==> config.mk <==
export PLATFORM = sky130hd
export DESIGN_NAME = wb_stage_flat
export DESIGN_NICKNAME = d
export VERILOG_FILES = /design/src/rtl/wb_stage_if.sv /design/src/rtl/wb_stage.sv /design/src/flat_wrapper.sv
export SDC_FILE = /design/constraint.sdc
export NUM_CORES = 1
export LEC_CHECK = 0
export ABC_CLOCK_PERIOD_IN_PS = 1600
export CORE_AREA = 2 2 122 124
export DETAILED_ROUTE_END_ITERATION = 7
export DIE_AREA = 0 0 124 126
export PLACE_DENSITY = 0.71
export SETUP_SLACK_MARGIN = 0.15
export SYNTH_ARGS = -nofsm -noshare
export SYNTH_HDL_FRONTEND = slang
export SYNTH_SLANG_ARGS = --single-unit
==> constraint.sdc <==
create_clock -name clk -period 1.6 [get_ports clk]
set_input_delay 0.16 -clock clk [delete_from_list [all_inputs] [get_ports clk]]
set_output_delay 0.16 -clock clk [all_outputs]
set_load 0.01 [all_outputs]
==> src/rtl/wb_stage_if.sv <==
// ============================================================================
// Module      : wb_stage_if
// Description : MEM/WB pipeline bundle delivered to the write-back stage.
// Revision    : 1.0  initial release
// ============================================================================
`default_nettype none

interface wb_stage_if;
    logic [31:0] W_D;
    logic [31:0] W_pc_4;
    logic [4:0]  W_RW;
    logic        W_jal;
    logic        W_RegWrite;
    logic        syscall;
    logic        W_mfc0;

    modport master (output W_D, W_pc_4, W_RW, W_jal, W_RegWrite, syscall, W_mfc0);
    modport slave  (input  W_D, W_pc_4, W_RW, W_jal, W_RegWrite, syscall, W_mfc0);
endinterface

`default_nettype wire

==> src/rtl/wb_stage.sv <==
// ============================================================================
// Module      : wb_stage
// Description : Write-back stage: regfile write port, WB->ID bypass register,
//               syscall print / halt handling. Optional retire counter is
//               enabled by defining WB_STATS_EN.
// Revision    : 1.0  initial release
// ============================================================================
`default_nettype none

module wb_stage #(
    parameter logic [31:0] HALT_CODE = 32'd10,
    parameter int          CNT_W     = 32
) (
    input  wire logic             clk,
    input  wire logic             rst_n,
    wb_stage_if.slave             mw,
    input  wire logic [31:0]      cp0_rdata,
    input  wire logic [31:0]      v0_val,
    input  wire logic [31:0]      a0_val,
    output logic                  rf_we,
    output logic [4:0]            rf_waddr,
    output logic [31:0]           rf_wdata,
    output logic                  fwd_valid,
    output logic [4:0]            fwd_addr,
    output logic [31:0]           fwd_data,
    output logic                  disp_we,
    output logic [31:0]           disp_data,
    output logic                  halt,
    output logic                  halted,
    output logic [CNT_W-1:0]      retire_cnt
);

    localparam logic [1:0] c_S_RUN      = 2'd0;
    localparam logic [1:0] c_S_HALT_REQ = 2'd1;
    localparam logic [1:0] c_S_HALTED   = 2'd2;

    logic [1:0] r_state;
    logic [1:0] w_next_state;
    logic       w_run;
    logic       w_halt_sys;
    logic       w_print_sys;

    assign w_run       = (r_state == c_S_RUN);
    assign w_halt_sys  = mw.syscall && (v0_val == HALT_CODE);
    assign w_print_sys = mw.syscall && (v0_val != HALT_CODE);

    assign rf_waddr = mw.W_jal ? 5'd31 : mw.W_RW;
    assign rf_wdata = mw.W_jal  ? mw.W_pc_4 :
                      mw.W_mfc0 ? cp0_rdata : mw.W_D;
    // rst_n gates the enable so no write escapes while reset is held
    assign rf_we    = rst_n && mw.W_RegWrite && (rf_waddr != 5'd0) && w_run;

    always_ff @(posedge clk or negedge rst_n) begin
        if (!rst_n) begin
            r_state <= c_S_RUN;
        end else begin
            r_state <= w_next_state;
        end
    end

    always_comb begin
        w_next_state = r_state;
        case (r_state)
            c_S_RUN:      if (w_halt_sys) w_next_state = c_S_HALT_REQ;
            c_S_HALT_REQ: w_next_state = c_S_HALTED;
            c_S_HALTED:   w_next_state = c_S_HALTED;
            default:      w_next_state = c_S_RUN;
        endcase
    end

    always_comb begin
        halt   = 1'b0;
        halted = 1'b0;
        case (r_state)
            c_S_HALT_REQ: halt = 1'b1;
            c_S_HALTED: begin
                halt   = 1'b1;
                halted = 1'b1;
            end
            default: ;
        endcase
    end

    always_ff @(posedge clk or negedge rst_n) begin
        if (!rst_n) begin
            fwd_valid <= 1'b0;
            fwd_addr  <= 5'd0;
            fwd_data  <= 32'd0;
        end else if (rf_we) begin
            fwd_valid <= 1'b1;
            fwd_addr  <= rf_waddr;
            fwd_data  <= rf_wdata;
        end else begin
            fwd_valid <= 1'b0;
        end
    end

    always_ff @(posedge clk or negedge rst_n) begin
        if (!rst_n) begin
            disp_we   <= 1'b0;
            disp_data <= 32'd0;
        end else begin
            disp_we <= w_run && w_print_sys;
            if (w_run && w_print_sys) begin
                disp_data <= a0_val;
            end
        end
    end

`ifdef WB_STATS_EN
    logic [CNT_W-1:0] r_retire_cnt;

    always_ff @(posedge clk or negedge rst_n) begin
        if (!rst_n) begin
            r_retire_cnt <= '0;
        end else if (w_run && (mw.W_RegWrite || mw.syscall) && (r_retire_cnt != {CNT_W{1'b1}})) begin
            r_retire_cnt <= r_retire_cnt + CNT_W'(1);
        end
    end

    assign retire_cnt = r_retire_cnt;
`else
    assign retire_cnt = '0;
`endif

endmodule

`default_nettype wire

==> src/flat_wrapper.sv <==
// flat-port wrapper written by rule: the top's interface ports become plain ports
module wb_stage_flat 
#(
    parameter logic [31:0] HALT_CODE = 32'd10,
    parameter int          CNT_W     = 32
)
  (clk, rst_n, cp0_rdata, v0_val, a0_val, rf_we, rf_waddr, rf_wdata, fwd_valid, fwd_addr, fwd_data, disp_we, disp_data, halt, halted, retire_cnt, mw_W_D, mw_W_pc_4, mw_W_RW, mw_W_jal, mw_W_RegWrite, mw_syscall, mw_W_mfc0);
  wb_stage_if mw_i ();
  input  wire logic clk;
  input  wire logic rst_n;
  input  wire logic [31:0] cp0_rdata;
  input  wire logic [31:0] v0_val;
  input  wire logic [31:0] a0_val;
  output logic rf_we;
  output logic [4:0] rf_waddr;
  output logic [31:0] rf_wdata;
  output logic fwd_valid;
  output logic [4:0] fwd_addr;
  output logic [31:0] fwd_data;
  output logic disp_we;
  output logic [31:0] disp_data;
  output logic halt;
  output logic halted;
  output logic [CNT_W-1:0] retire_cnt;
  input wire logic [$bits(mw_i.W_D)-1:0] mw_W_D;
  input wire logic [$bits(mw_i.W_pc_4)-1:0] mw_W_pc_4;
  input wire logic [$bits(mw_i.W_RW)-1:0] mw_W_RW;
  input wire logic [$bits(mw_i.W_jal)-1:0] mw_W_jal;
  input wire logic [$bits(mw_i.W_RegWrite)-1:0] mw_W_RegWrite;
  input wire logic [$bits(mw_i.syscall)-1:0] mw_syscall;
  input wire logic [$bits(mw_i.W_mfc0)-1:0] mw_W_mfc0;
  assign mw_i.W_D = mw_W_D;
  assign mw_i.W_pc_4 = mw_W_pc_4;
  assign mw_i.W_RW = mw_W_RW;
  assign mw_i.W_jal = mw_W_jal;
  assign mw_i.W_RegWrite = mw_W_RegWrite;
  assign mw_i.syscall = mw_syscall;
  assign mw_i.W_mfc0 = mw_W_mfc0;
  wb_stage #(.HALT_CODE(HALT_CODE), .CNT_W(CNT_W)) u_core (.clk(clk), .rst_n(rst_n), .mw(mw_i), .cp0_rdata(cp0_rdata), .v0_val(v0_val), .a0_val(a0_val), .rf_we(rf_we), .rf_waddr(rf_waddr), .rf_wdata(rf_wdata), .fwd_valid(fwd_valid), .fwd_addr(fwd_addr), .fwd_data(fwd_data), .disp_we(disp_we), .disp_data(disp_data), .halt(halt), .halted(halted), .retire_cnt(retire_cnt));
endmodule
==> Implementation_results.wiki <==
{| class="wikitable"
! Metric !! Value
|-
| Max-Slew Margin vs Limit || between 30% and 40%
|-
| CP Data Arrival Time || 1.94 ns
|-
| Buffers on Ports || around 280
|-
| Hold Fails Final Rpt || 0
|-
| CP startpoint kind || input port
|-
| Share of the yosys chip area belonging to registers || around half
|-
| Total power divided by cell area || between 800 and 900 mW/mm²
|-
| TritonRoute pass-1 iters || 4
|-
| Later-pin clock latency in the skew report || approximately 0.33 ns
|-
| Number of vias in the routed layout || 3794
|-
| Count of unresolved DRC violations after routing || 0
|-
| Synth-to-layout area growth || 114%
|-
| Maximum frequency from static timing analysis || 582 MHz
|-
| Area of the core region || around 0.014 mm²
|-
| Number of maximum-capacitance constraint violations || 0
|-
| CTS H-tree lvls || 3
|-
| First-pass GRT wire length || between 20000 and 25000 µm
|-
| Req. time, crit path || about 1.8 ns
|-
| Number of antenna violations at the first check in global routing || 0
|-
| Period minus WS final || 1.72 ns
|-
| Worst Reg2Reg Path Length in Cells || 9
|-
| Starting DRC count in detailed routing || 60
|-
| Final cell utilization of the core || between 50% and 60%
|-
| Fill count || about 1200
|-
| Internal power summed over all cells || between 4 and 5 mW
|-
| Number of storage elements in the synthesis netlist || 73
|-
| Mean routed wirelength per cell || 16.9 µm
|-
| Fraction of layout instances using a drive strength above 1 || between 30 and 40%
|-
| Half-perimeter wire length after placement || about 10000 µm
|-
| Die area || 0.0156 mm²
|-
| Clock transition at the registers of the reported paths || around 0.060 ns
|-
| Clk Tree Root Cell || clkbuf_16
|-
| TritonCTS buffer count || 9
|-
| Sinks on Clock Net || 73
|-
| Average instance area after synthesis || between 10 and 15 µm²
|-
| Outcome || complete, but fails checks
|-
| Share of total power in combinational logic || roughly 33%
|-
| Via count of the first global-routing pass || 4036
|-
| Min-Delay Path Class || input port to async pin
|-
| Number of instances in the synthesized netlist || around 320
|-
| Final count of pins violating max slew || 0
|-
| Worst-path maximum fanout || 6
|-
| Placement row count || 44
|-
| Overall Global Routing Usage || a little under a fifth
|-
| Aggregate global routing overflow || 0
|-
| Violations in the final reports || negative setup slack
|-
| Worst Max-Slew Pin Slew || ~0.96 ns
|-
| Placement Setup Slack || -0.625 ns
|-
| Total inserted antenna cells || 0
|-
| Switching power summed over all nets || ~1.7 mW
|-
| Critical path capture point type || register
|-
| Max rail drop VDD || roughly 0.48 mV
|-
| Switching fraction of total power || 26.7%
|-
| Setup slack of the critical path after layout || -0.118 ns
|-
| Total of hold buffers inserted after clock tree synthesis || 0
|-
| Post-route clock skew || 0.00597 ns
|-
| Global placement routability congestion || between 0.7 and 0.8
|-
| Net count, final || 850
|-
| Part of the total power dissipated in sequential elements || between 30 and 40%
|-
| Unrepaired setup endpoints after global routing || true
|-
| Setup TNS after final layout || -2.20 ns
|-
| Most frequent standard cell in the layout excluding fill and tap cells || clkdlybuf4s50_1
|-
| Number of distinct library cell variants in the gate-level netlist after synthesis || 24
|-
| Kind of critical path || input port to register
|-
| Number of antenna-violating nets in the routed design || 0
|-
| Chip Height || between 100 and 150 µm
|-
| Leak pwr || 3.84 nW
|-
| Number of buffers on the longest clock path || 2
|-
| Number of placed I/O pins || between 300 and 400
|-
| Post-synthesis instance area || approximately 0.0038 mm²
|-
| Part of the total power dissipated in the clock network || between 30% and 40%
|-
| Number of failing setup endpoints in the final timing report || 42
|-
| Most frequent cells in the layout || clkdlybuf4s50_1, dfrtp_1, buf_4
|-
| Count of yosys warnings during synthesis || 0
|-
| Maximum number of pins on one net before global-route repair || 74
|-
| TritonCTS clock tree || done
|-
| Avg Vias per Cell || 4.38
|-
| Final period utilization || 107%
|-
| Die boundary width || ~120 µm
|-
| Detailed Route WL || 14600 µm
|-
| Initial standard-cell utilization of the core || 26.3%
|}
power groups by stage:
stage	logic, mW	clock network [mW]	registers, mW
global placement	1.97	0	2.24
CTS	2.14	2.18	2.23
floorplan	0.571	0	2.37
finish	2.15	2.13	2.23
detailed placement	2.00	0	2.25
global route	2.29	2.26	2.26
cell families after synthesis:
logic type	count (synthesis)	share of synthesized area (%)
flops	73	48.6
simple gates	52	6.33
other cells	1	0.0998
compound gates	38	5.69
fa+ha+maj	2	0.666
mux	100	28.9
buf+inv	57	9.69
Yosys cell counts, drive strengths merged:
| cell | count | area [µm²] |
|---|---|---|
| a21o | 1 | 7.51 |
| buf | 41 | 304 |
| clkbuf | 9 | 33.8 |
| conb | 1 | 3.75 |
| dfrtp | 73 | 1830 |
| ha | 2 | 25.0 |
| inv | 7 | 26.3 |
| mux2 | 68 | 766 |
| mux2i | 32 | 320 |
| nand2 | 34 | 128 |
| nand3 | 1 | 5.00 |
| nand4 | 2 | 12.5 |
| nor2 | 2 | 7.51 |
| nor3 | 1 | 5.00 |
| nor4 | 7 | 43.8 |
| nor4b | 2 | 17.5 |
| o211ai | 1 | 21.3 |
| o21a | 1 | 7.51 |
| o21ai | 34 | 170 |
| o31ai | 1 | 7.51 |
| or2 | 3 | 18.8 |
per-layer routing:
metal | GRT usage (%) | up-vias | share of wire, %
met5 | 0 | - | 0
met4 | 7.47 | 0 | 2.2
li1 | - | 1769 | -
met1 | 18.9 | 1801 | 36
met2 | 32.8 | 204 | 52
met3 | 5.75 | 20 | 9.3
path summary, 6_finish.rpt:
path / start / endpoint / slack, ns
max: v0_val[10] / u_core.disp_data[17] / -0.12
min in group clk: rst_n / u_core.fwd_valid / 0.26
max in group asynchronous: rst_n / u_core.fwd_data[2] / 0.88
min reg2reg: u_core.fwd_addr[2] / u_core.fwd_addr[2] / 0.48
max reg2reg: u_core.r_state[1] / u_core.disp_data[17] / -0.11
min: rst_n / u_core.r_state[0] / 0.11
metrics by stage:
stage / cell area (µm²) / hold WS [ns] / cells / power [mW]
floorplan: 3940 / -0.136 / 354 / 2.94
global placement: 7030 / 0.463 / 820 / 4.21
detailed placement: 7030 / 0.475 / 820 / 4.25
CTS: 7870 / 0.132 / 858 / 6.55
global route: 8030 / 0.195 / 866 / 6.81
finish: 8030 / 0.110 / 866 / 6.50
worst max-delay path: stages:
cell and delay, ns:
buf_8 0.10, nor4_4 0.34, nand4_1 0.29, o211ai_4 0.28, buf_6 0.13, buf_6 0.10
buf_16 0.11, buf_8 0.12, mux2_4 0.29
repair_timing:
| action | in CTS | in global routing |
|---|---|---|
| setup buffers | 17 | 6 |
| gates resized for setup | 204 | 86 |
| gates cloned | 5 | 2 |
| endpoints found under the hold margin | 0 | 0 |
| setup endpoints to repair | 111 | 98 |
| pin swaps | 14 | 13 |
cell type report:
cell class | count | area, µm² | area share, %
Sequential cell | 73 | 1830 | 22.7
Timing Repair Buffer | 362 | 3620 | 45.1
Clock buffer | 11 | 253 | 3.15
Inverter | 7 | 26.3 | 0.327
Clock inverter | 5 | 61.3 | 0.763
Tap cell | 184 | 230 | 2.87
Multi-Input combinational cell | 224 | 2020 | 25.1
sequential cells by signal (all words and copies together) (netlist names):
signal / cells
u_core.fwd_data: 32
u_core.disp_data: 32
u_core.fwd_valid: 1
u_core.fwd_addr: 5
u_core.r_state: 2
u_core.disp_we: 1
Power figures use the tool's default switching activity.
